**config.mk**
```make
export PLATFORM = sky130hd
export DESIGN_NAME = bs_arbtr_rr_bp
export DESIGN_NICKNAME = d
export VERILOG_FILES = /design/src/rtl/bs_arb_pkg.sv /design/src/rtl/bs_rr_picker.sv /design/src/rtl/bs_arbtr_rr_bp.sv
export SDC_FILE = /design/constraint.sdc
export NUM_CORES = 1
export LEC_CHECK = 0
export BUFFER_PORTS_ARGS = -buffer_cell sky130_fd_sc_hd__buf_2
export CAP_MARGIN = 20
export CORE_AREA = 2 2 246 248
export CTS_CLUSTER_DIAMETER = 200
export DETAILED_ROUTE_END_ITERATION = 8
export DIE_AREA = 0 0 248 250
export GPL_ROUTABILITY_DRIVEN = 1
export PLACE_DENSITY = 0.52
export SETUP_SLACK_MARGIN = 0.3
export SLEW_MARGIN = 10
export SYNTH_ARGS = -nofsm -noshare
export SYNTH_HDL_FRONTEND = slang
export SYNTH_HIERARCHICAL = 1
export SYNTH_SLANG_ARGS = --single-unit
```
**constraint.sdc**
```tcl
create_clock -name clk -period 6.9 [get_ports clk]
set_input_delay 2.07 -clock clk [delete_from_list [all_inputs] [get_ports clk]]
set_output_delay 2.07 -clock clk [all_outputs]
set_load 0.01 [all_outputs]
```
**src/rtl/bs_arb_pkg.sv**
```systemverilog
// Shared types and helpers for the bs_arbtr_rr_bp shared-bus arbiter.
package bs_arb_pkg;

    typedef enum logic [1:0] {
        IDLE    = 2'd0,
        GRANT   = 2'd1,
        DELIVER = 2'd2
    } state_e;

    localparam int ARB_RR    = 0;
    localparam int ARB_FIXED = 1;

    localparam int MAX_PKT_W = 128;

    // Destination ID is the top idw bits of a pkt_w-bit packet, zero-extended.
    function automatic logic [31:0] get_dest(input logic [MAX_PKT_W-1:0] pkt,
                                             input int pkt_w, input int idw);
        logic [31:0] d;
        d = '0;
        for (int b = 0; b < 32; b++) begin
            if (b < idw) d[b] = pkt[pkt_w - idw + b];
        end
        return d;
    endfunction

endpackage

```
**src/rtl/bs_rr_picker.sv**
```systemverilog
// Combinational grant picker: round-robin after ptr, or fixed lowest-index priority.
module bs_rr_picker #(
    parameter int n  = 16,
    parameter int iw = 4
) (
    input  logic [n-1:0]  req,
    input  logic [iw-1:0] ptr,
    input  logic          fixed,
    output logic [n-1:0]  gnt,
    output logic [iw-1:0] idx,
    output logic          any
);

    int          j;
    logic [iw-1:0] jj;

    always_comb begin
        gnt = '0;
        idx = '0;
        any = 1'b0;
        j   = 0;
        jj  = '0;
        // Fixed mode scans 0..n-1; round-robin scans ptr+1.. wrapping to ptr.
        for (int k = 1; k <= n; k++) begin
            if (fixed) j = k - 1;
            else       j = (int'(ptr) + k) % n;
            jj = iw'(j);
            if (!any && req[jj]) begin
                any     = 1'b1;
                idx     = jj;
                gnt[jj] = 1'b1;
            end
        end
    end

endmodule

```
**src/rtl/bs_arbtr_rr_bp.sv**
```systemverilog
// Shared-bus arbiter with RR/fixed arbitration, per-destination backpressure and broadcast.
// Optional statistics (drop_cnt, pkt_cnt) are built when BS_ARB_STATS_EN is defined.
module bs_arbtr_rr_bp
    import bs_arb_pkg::*;
#(
    parameter int               pckg_sz   = 32,
    parameter int               drvrs     = 16,
    parameter int               id_w      = 8,
    parameter logic [id_w-1:0]  broadcast = {id_w{1'b1}},
    parameter int               arb_mode  = 0
) (
    input  logic                     clk,
    input  logic                     reset,
    input  logic [drvrs-1:0]         pndng,
    input  logic [drvrs*pckg_sz-1:0] D_pop,
    output logic [drvrs-1:0]         pop,
    input  logic [drvrs-1:0]         full,
    output logic [drvrs-1:0]         push,
    output logic [pckg_sz-1:0]       D_push,
    output logic                     busy,
    output logic [15:0]              drop_cnt
);

    localparam int IW = (drvrs > 1) ? $clog2(drvrs) : 1;
    localparam logic [drvrs-1:0] ONE = drvrs'(1);

    // Valid/ready: pop is the dequeue strobe against pndng; push fires only when no target is full.
    state_e             state, state_nxt;
    logic [IW-1:0]      g_q, ptr_q, pick_idx;
    logic [drvrs-1:0]   gnt_q, pick_gnt, mask_q, mask_nxt;
    logic               pick_any, invalid_q, invalid_nxt, deliver_ok;
    logic [pckg_sz-1:0] word_q, last_q, head;
    logic [MAX_PKT_W-1:0] head_ext;
    logic [31:0]        dest;

    bs_rr_picker #(.n(drvrs), .iw(IW)) u_picker (
        .req   (pndng),
        .ptr   (ptr_q),
        .fixed (arb_mode == ARB_FIXED),
        .gnt   (pick_gnt),
        .idx   (pick_idx),
        .any   (pick_any)
    );

    always_comb begin
        head        = D_pop[g_q*pckg_sz +: pckg_sz];
        head_ext    = '0;
        head_ext[pckg_sz-1:0] = head;
        dest        = get_dest(head_ext, pckg_sz, id_w);
        mask_nxt    = '0;
        invalid_nxt = 1'b0;
        if (dest == 32'(broadcast))   mask_nxt = ~(ONE << g_q);
        else if (dest < 32'(drvrs))   mask_nxt = ONE << dest;
        else                          invalid_nxt = 1'b1;
    end

    assign deliver_ok = (state == DELIVER) && !invalid_q && ((mask_q & full) == '0);

    always_comb begin
        state_nxt = state;
        case (state)
            IDLE:    if (pick_any) state_nxt = GRANT;
            GRANT:   state_nxt = DELIVER;
            DELIVER: if (invalid_q || deliver_ok) state_nxt = IDLE;
            default: state_nxt = IDLE;
        endcase
        pop    = (state == GRANT) ? gnt_q : '0;
        push   = deliver_ok ? mask_q : '0;
        D_push = deliver_ok ? word_q : last_q;
        busy   = (state != IDLE);
    end

    always_ff @(posedge clk or negedge reset) begin
        if (!reset) begin
            state     <= IDLE;
            g_q       <= '0;
            gnt_q     <= '0;
            ptr_q     <= IW'(drvrs - 1);
            word_q    <= '0;
            last_q    <= '0;
            mask_q    <= '0;
            invalid_q <= 1'b0;
        end else begin
            state <= state_nxt;
            if (state == IDLE && pick_any) begin
                g_q   <= pick_idx;
                gnt_q <= pick_gnt;
            end
            if (state == GRANT) begin
                word_q    <= head;
                mask_q    <= mask_nxt;
                invalid_q <= invalid_nxt;
                if (arb_mode == ARB_RR) ptr_q <= g_q;
            end
            if (deliver_ok) last_q <= word_q;
        end
    end

`ifdef BS_ARB_STATS_EN
    logic [15:0] drop_q;
    logic [31:0] pkt_cnt;

    always_ff @(posedge clk or negedge reset) begin
        if (!reset) begin
            drop_q  <= '0;
            pkt_cnt <= '0;
        end else begin
            if (state == DELIVER && invalid_q && drop_q != 16'hFFFF) drop_q <= drop_q + 16'd1;
            if (deliver_ok) pkt_cnt <= pkt_cnt + 32'd1;
        end
    end

    assign drop_cnt = drop_q;
`else
    assign drop_cnt = '0;
`endif

endmodule

```
# ---- Word level (Yosys, flattened, before mapping)
# Cells that the tools add are included.
dict set report totals {
  register_bits 107
  out_inout_bits 81
  inputBits 546
}
dict set report op_classes {
  n_shift 3
  mux 122
  reduce_logical 55
  bitwise 17
  n_eq_ne 5
  n_addsub 16
  magnitude_cmp 33
}
# op n
set op_table {}
lappend op_table {{512-bit by 10-bit variable part select with 32-bit output} 1}
lappend op_table {{16-bit two-way mux} 20}
lappend op_table {{16-bit bitwise OR} 15}
lappend op_table {{4-bit by 5-bit less-than comparator with 1-bit output, second input constant} 16}
lappend op_table {{1-bit binary-select mux with 4-bit select} 16}
lappend op_table {{1-bit demux with 4-bit select} 16}
lappend op_table {{4-bit by 1-bit greater-or-equal comparator with 1-bit output, second input constant} 16}
lappend op_table {{4-bit two-way mux} 16}
lappend op_table {{1-bit two-way mux} 50}
lappend op_table {{1-bit logical AND} 34}
lappend op_table {{4-bit adder, second input constant} 8}
lappend op_table {{32-bit two-way mux} 1}
lappend op_table {{4-bit by 3-bit adder with 4-bit output, second input constant} 4}
lappend op_table {{16-bit bitwise AND} 1}
lappend op_table {{1-bit logical NOT} 16}
lappend op_table {{16-bit logical NOT} 1}
lappend op_table {{16-bit inverter} 1}
lappend op_table {{1-bit by 4-bit << shifter with 16-bit output, first input constant} 1}
lappend op_table {{1-bit by 8-bit << shifter with 16-bit output, first input constant} 1}
lappend op_table {{4-bit by 1-bit adder with 4-bit output, second input constant} 2}
lappend op_table {{4-bit by 2-bit adder with 4-bit output, second input constant} 2}
lappend op_table {{8-bit == test, second input constant} 1}
lappend op_table {{8-bit by 5-bit less-than comparator with 1-bit output, second input constant} 1}
lappend op_table {{2-bit one-hot mux with 3 select lines} 1}
lappend op_table {{other kinds (9)} 10}

# ---- Logic depth before layout (Yosys ltp)
# Gate-level depths: netlist (run 1).
dict set report depth {
  ltp_word 51
  mapped_depth 24
  mapped_depth_nobuf 15
}

# ---- By module
# Netlist (run 1), hierarchy kept.
# module area_each_um2 n_inst cells_per_inst
set modules_own_cells {}
lappend modules_own_cells {bs_arbtr_rr_bp 8785.9 1 713}
lappend modules_own_cells {bs_rr_picker 4520.6 1 723}

# ---- Least setup slack after synthesis (run 1)
# No wires, ideal clock.
dict set report synth_timing {
  kind {input port to output port}
  startpoint {input full[2]}
  endpoint {output D_push[27]}
  arrival_ns 3.740
  path_slack_ns 1.090
  path_stages 7
  n_path_buf 2
  path_cell_list {a22o_1 > a221oi_1 > nand3_1 > nor3_1 > buf_2 > clkbuf_1 > mux2_2}
}
dict set report synth_via {
  elab_chain_len 4
}
# item line
set synth_rtl {}
lappend synth_rtl {{start, declared} bs_arbtr_rr_bp.sv:17} ;# input logic [drvrs-1:0] full,
lappend synth_rtl {{16-bit bitwise AND} bs_arbtr_rr_bp.sv:57} ;# assign deliver_ok = (state == DELIVER) && !invalid_q && ((mask_q & full) == '0);
lappend synth_rtl {{16-bit logical NOT} bs_arbtr_rr_bp.sv:57}
lappend synth_rtl {{1-bit logical AND} bs_arbtr_rr_bp.sv:57}
lappend synth_rtl {{32-bit two-way mux} n/a}
lappend synth_rtl {{end, declared} bs_arbtr_rr_bp.sv:19} ;# output logic [pckg_sz-1:0] D_push,
# No other way between the ends.

# ---- Worst setup path after layout (run 1)
dict set report layout_timing {
  startpoint {input full[2]}
  endpoint {output D_push[12]}
}
# Same word-level chain as after synthesis.

==> results.ini, run 1 <==
[synth]
syn_inst = 1436
yosysTopAreaCell = mux4_2
yosys_most_used_dff = dfrtp_1
netlist.area_leader.share_pct = 23.0
synth_seq_area_share_pct = 20.2
ys_seq_elements = 107
syn_area_per_cell_um2 = 9.27
syn-cell-area_um2 = 13300
yosys_warnings = 6
synthDistinctLibCells = 92
async_reset_ff_share_pct = 100
synth-edff-count = 0
ys_top_cells_by_area = mux4_2, dfrtp_1, nand2_1

[global_route]
grt_max_degree = 70
grt_pass1_wl_mm = 122
antenna_found_initial = 36
groute.usage.overall_pct = 28.2
gr-total-overflow = 0
grt_pass1_vias = 15355

[detailed_routing]
antenna_left = 0
vias = 15839
wl_per_cell_um = 32.4
firstDrtPassIters = 5
totalWireLength_mm = 89.9
route.met3.wl_mm = 7.56
wl_met1_mm = 36.2
topRoutingLayerUsed = met5
drtIter0Drc = 1729
wl_met2_mm = 43.3
drc_errors = 0
avgViaCountPerCell = 5.70

[critical_path]
arrival_ps = 3930
crit_buf_inv = 3
critical_path_class = in2out
worst_path_largest_cell_delay_ps = 400
reg2reg_from = ptr_q[1]
cp-start-kind = primary input
critPathMaxFanout = 48
worst_path_max_delay_cell = mux2_2
cp_top_family = buffers and inverters
rrSetupSlack_ps = 1430
cp_common_cell = buf_2
crit_chain = buf_2, a22o_1, a221oi_1, nand3_1, nor3_2, buf_12, mux2_2, buf_2
cp.required_ps = 4830
crit_path_start = full[2]
setup.worst_path.end_class = output pin

[power]
leakage_nw = 7.81
p_per_area_nw_per_um2 = 433
ir_worst_vdd_v = 0.000160

[cts]
tritoncts = built
cts_resized = 0
cts_buffer_depth = 2
root_buffer = clkbuf_16
clk-insertion-delay-late_ps = 400
post-cts-setup-buffers = 0
cts_buffers = 9
path_clk_slew_ps = 100
ctsHoldBuffers = 0
h-tree-depth = 3
cts_sinks = 107

[run_status]
status = completed

[timing]
final-setup-viol-count = 0
finalMaxSlewViolations = 0
hold_violations = 0
rsz0062_at_grt = false
tightest_slew_ps = 1200
fin_worst_skew_ps = 21.4
fin_crit_sh_pct = 86.9
fmaxAchievable_mhz = 167
tns_ps = 0
slew_headroom_pct = 19.4
final.min_clock_period_ps = 6000

[floorplanning]
die_w_um = 248
fp.dieH_um = 250
start_util_pct = 22.3
core_area_um2 = 59600
placementRows = 90
dieArea_um2 = 62000
ioPinCount = 627

[job]
drv_cap = 0

[hold_path]
hp-class = reg2reg
min_from = word_q[23]

[layout]
finalNonFillerCells = 2778
drive_above_1_share_pct = 46.7
nNetsFinal = 2535
area_growth_pct = 31.5

[placement]
dp_cells = 2753
portBuffers = 610
hpwl_mm = 75.1
place_congestion = 1.02

[report_power, final]
group          internal (W)  switching [W]
sequential         0.000916       0.000360
clock              0.000296       0.000300
combinational       0.00220        0.00350
total               0.00341        0.00416
[tightest hold or removal path, delay by kind of cell (launching register included)]
kind | cells | cell delay (ps)
and+or+nand+nor | 2 | 120
DFF | 1 | 350
[flip-flops by register name (all words and copies together), names as in the netlist]
register   flops
g_q            4
gnt_q         16
invalid_q      1
last_q        32
mask_q        16
ptr_q          4
state          2
word_q        32
[synth_stat cells, drive strengths merged, types with 9 or more instances]
cell type	count
nand2	199
mux4	143
dfrtp	103
nor2	90
buf	78
clkbuf	69
nand3	66
mux2	60
o21ai	55
nor3	54
mux2i	51
and2	46
a21oi	42
a22oi	30
nand4	29
nor2b	21
a211oi	20
nor4	19
a31oi	18
a221o	15
a221oi	15
o211ai	14
inv	13
and3	12
nand2b	10
o22ai	9
[cell usage in the layout (no fill, tap or decap), types with 17 or more instances in the layout]
master	instances
buf_2	609
nand2_1	199
mux4_2	136
dfrtp_1	100
nor2_1	90
nand3_1	63
mux2_2	59
buf_4	55
o21ai_0	52
mux2i_1	51
nor3_1	48
and2_1	45
a21oi_1	40
a22oi_1	29
nand4_1	29
nor2b_1	20
a31oi_1	18
conb_1	17
[cell families (layout without fill, tap and decap cells)]
logic type | count (synthesis) | after routing | share of synthesized area, %
AND/OR/NAND/NOR | 593 | 593 | 22.4
other | 1 | 26 | 0.0282
adder cells (fa/ha/maj) | 7 | 7 | 0.658
multiplexers | 254 | 254 | 33.3
XOR/XNOR | 9 | 9 | 0.592
flip-flops | 107 | 107 | 20.2
AO/OA/AOI/OAI | 305 | 305 | 16.7
buffers and inverters | 160 | 695 | 6.08
[path summary, 6_finish.rpt]
check	end	cells after the start
setup / recovery	D_push[12]	8
hold / removal	word_q[23]	2
setup reg to reg	gnt_q[9]	14
hold reg to reg	word_q[23]	2
max in group asynchronous	g_q[0]	2
min in group asynchronous	last_q[27]	1
[cell type report]
class / count / area (um^2)
repair buffers: 666 / 3510
inverters: 13 / 48.8
multi-input cells: 1185 / 9920
diodes: 9 / 22.5
clock buffers: 9 / 225
well taps: 782 / 978
fillers: 6375 / 42100
clock inverters: 7 / 103
flip-flops and latches: 107 / 2690
[per-layer routing]
metal,GRT usage (%),up-vias
met5,0,-
met4,7.84,12
met3,5.61,158
met2,47.0,1003
met1,36.9,7981
li1,-,6685
[per-stage QoR]
step / util, % / hold WS (ps) / cell area [um^2] / worst slack (ps) / total power (W)
finish: 29.4 / 496 / 17500 / 905 / 0.00757
global route: 29.3 / 519 / 17500 / 758 / 0.00794
CTS: 29.3 / 492 / 17500 / 923 / 0.00750
detailed placement: 28.8 / 470 / 17100 / 925 / 0.00689
global placement: 28.7 / 472 / 17100 / 959 / 0.00687
floorplan: - / 440 / 13400 / 1090 / 0.00497
Power figures use the tool's default switching activity.
==> run 2: changes to the inputs <==
==> constraint.sdc (replaced) <==
create_clock -name clk -period 6.9 [get_ports clk]
set_input_delay 1.035 -clock clk [delete_from_list [all_inputs] [get_ports clk]]
set_output_delay 1.035 -clock clk [all_outputs]
set_load 0.01 [all_outputs]
==> results.ini, run 2 (synthesized netlist as in run 1, its figures left out) <==
[run_status]
status = completed

[layout]
multi_input_area_um2 = 9920  ; about the same
fill_cells = 6382  ; +0.11%
nNetsFinal = 2528  ; -0.28%
fin_area_um2 = 17400  ; -0.36%
layout_common_cells = buf_2, nand2_1, mux4_2, dfrtp_1, nor2_1
drive_above_1_share_pct = 46.6  ; -0.14 points
seqCellArea_um2 = 2690  ; unchanged
finalNonFillerCells = 2775  ; -0.11%
layout_commonest_cell = buf_2
biggestRegsByFlops = last_q: 32 flops, word_q: 32 flops
area_growth_pct = 31.0

[detailed_routing]
avgViaCountPerCell = 5.70  ; about the same
totalWireLength_mm = 92.4  ; +2.8%
drc_errors = 0  ; unchanged
wl_per_cell_um = 33.3  ; +2.9%
antenna_left = 0  ; unchanged
vias = 15829  ; -0.063%
firstDrtPassIters = 6  ; +1
drtIter0Drc = 1567  ; -9.4%

[placement]
dp_cells = 2745  ; -0.29%
portBuffers = 610  ; unchanged
place_congestion = 1.02  ; about the same
hpwl_mm = 77.2  ; +2.8%
postPlaceCellArea_um2 = 17100  ; -0.34%

[power]
seqPwrFrac_pct = 16.4  ; -0.4 points
intPower_w = 0.00338  ; -1.1%
pwr-share-comb_pct = 76.3  ; +1.0 points
power_frac_clock_pct = 7.3  ; -0.6 points
leakage_nw = 7.76  ; -0.54%
ir_worst_vdd_v = 0.000215  ; +34%
totalPowerFinal_w = 0.00761  ; +0.52%
swShare_pct = 55.6  ; +0.72 points
switchingPower_w = 0.00424  ; +1.8%
p_per_area_nw_per_um2 = 437  ; +0.88%

[cts]
clk-insertion-delay-late_ps = 390  ; about the same
ctsHoldBuffers = 0  ; unchanged
h-tree-depth = 3  ; unchanged
root_buffer = clkbuf_16
path_clk_slew_ps = 80  ; -20 ps
cts_buffer_depth = 2  ; unchanged
tritoncts = built
cts_buffers = 9  ; unchanged
cts_resized = 0  ; unchanged
cts_sinks = 107  ; unchanged
post-cts-setup-buffers = 0  ; unchanged

[critical_path]
critical_path_class = reg2reg
rrSetupSlack_ps = 1400  ; -30 ps
setup.worst_path.end_class = flip-flop
cp-start-kind = flip-flop
cp.required_ps = 7220  ; +2390 ps
critPathMaxFanout = 54  ; +13%
arrival_ps = 5830  ; +1900 ps

[global_route]
grt_max_degree = 66  ; -5.7%
groute.usage.overall_pct = 29.2  ; +0.95 points
grt_pass1_vias = 15612  ; +1.7%
gr-total-overflow = 0  ; unchanged
grt_pass1_wl_mm = 126  ; +3.0%
antenna_found_initial = 39  ; +8.3%

[floorplanning]
die_w_um = 248  ; unchanged
fp.dieH_um = 250  ; unchanged
ioPinCount = 627  ; unchanged
placementRows = 90  ; unchanged
dieArea_um2 = 62000  ; unchanged
core_area_um2 = 59600  ; unchanged
start_util_pct = 22.3  ; unchanged

[hold_path]
hp-class = reg2reg

[timing]
final-setup-viol-count = 0  ; unchanged
fin_worst_skew_ps = 18.5  ; -2.92 ps
fmaxAchievable_mhz = 182  ; +8.9%
hold_violations = 0  ; unchanged
fin_crit_sh_pct = 79.8  ; -7.1 points
slew_headroom_pct = 28.3  ; +8.9 points
final.min_clock_period_ps = 5500  ; -491 ps
tightest_slew_ps = 1070  ; -132 ps
hold_slack_ps = 477  ; -19.1 ps
rsz0062_at_grt = false
finalMaxSlewViolations = 0  ; unchanged
tns_ps = 0  ; unchanged

[job]
drv_cap = 0  ; unchanged

-- run 2: per-stage QoR --
| stage | worst slack, ps | util, % |
|---|---|---|
| floorplan | 1890 | - |
| global placement | 1670 | 28.7 |
| detailed placement | 1680 | 28.7 |
| CTS | 1660 | 29.2 |
| global route | 1250 | 29.2 |
| finish | 1400 | 29.3 |
-- run 2: final timing paths --
kind | from | to | cells past startpoint
worst max-delay path | ptr_q[0] | gnt_q[12] | 12
worst min-delay path | word_q[29] | word_q[29] | 2
worst max register to register | ptr_q[0] | gnt_q[12] | 12
worst min register to register | word_q[29] | word_q[29] | 2
max in group asynchronous | reset | word_q[29] | 2
min in group asynchronous | reset | gnt_q[9] | 1
-- run 2: cell type report --
class,instances,share of cell area (%)
clock buffers,9,1.29
diodes,13,0.187
inverters,13,0.280
clock inverters,7,0.445
repair buffers,659,19.8
flip-flops and latches,107,15.4
multi-input cells,1185,56.9
well taps,782,5.61
-- run 2: metal layers --
metal	global-route usage, %	wire, um	up-vias
li1	-	-	6682
met1	39.2	39200	8094
met2	49.1	45000	912
met3	3.42	5650	137
met4	7.94	2480	4
met5	0	19	-
-- run 2: power groups by stage --
stage	clock network (W)	logic [W]	registers, W
floorplan	0	0.00396	0.00101
global placement	0	0.00575	0.00126
detailed placement	0	0.00571	0.00127
CTS	0.000576	0.00572	0.00126
global route	0.000596	0.00613	0.00129
finish	0.000555	0.00581	0.00125
-- run 2: critical path, stage by stage, from the launching register on --
cell and delay [ps]:
dfstp_2 570, buf_4 470, nand2_1 170, a21oi_2 760, mux2i_1 190, a22oi_1 310
or3b_2 760, nor4_4 960, nand3_1 400, mux2i_1 380, a211oi_1 140, o211ai_1 140
mux2_2 180
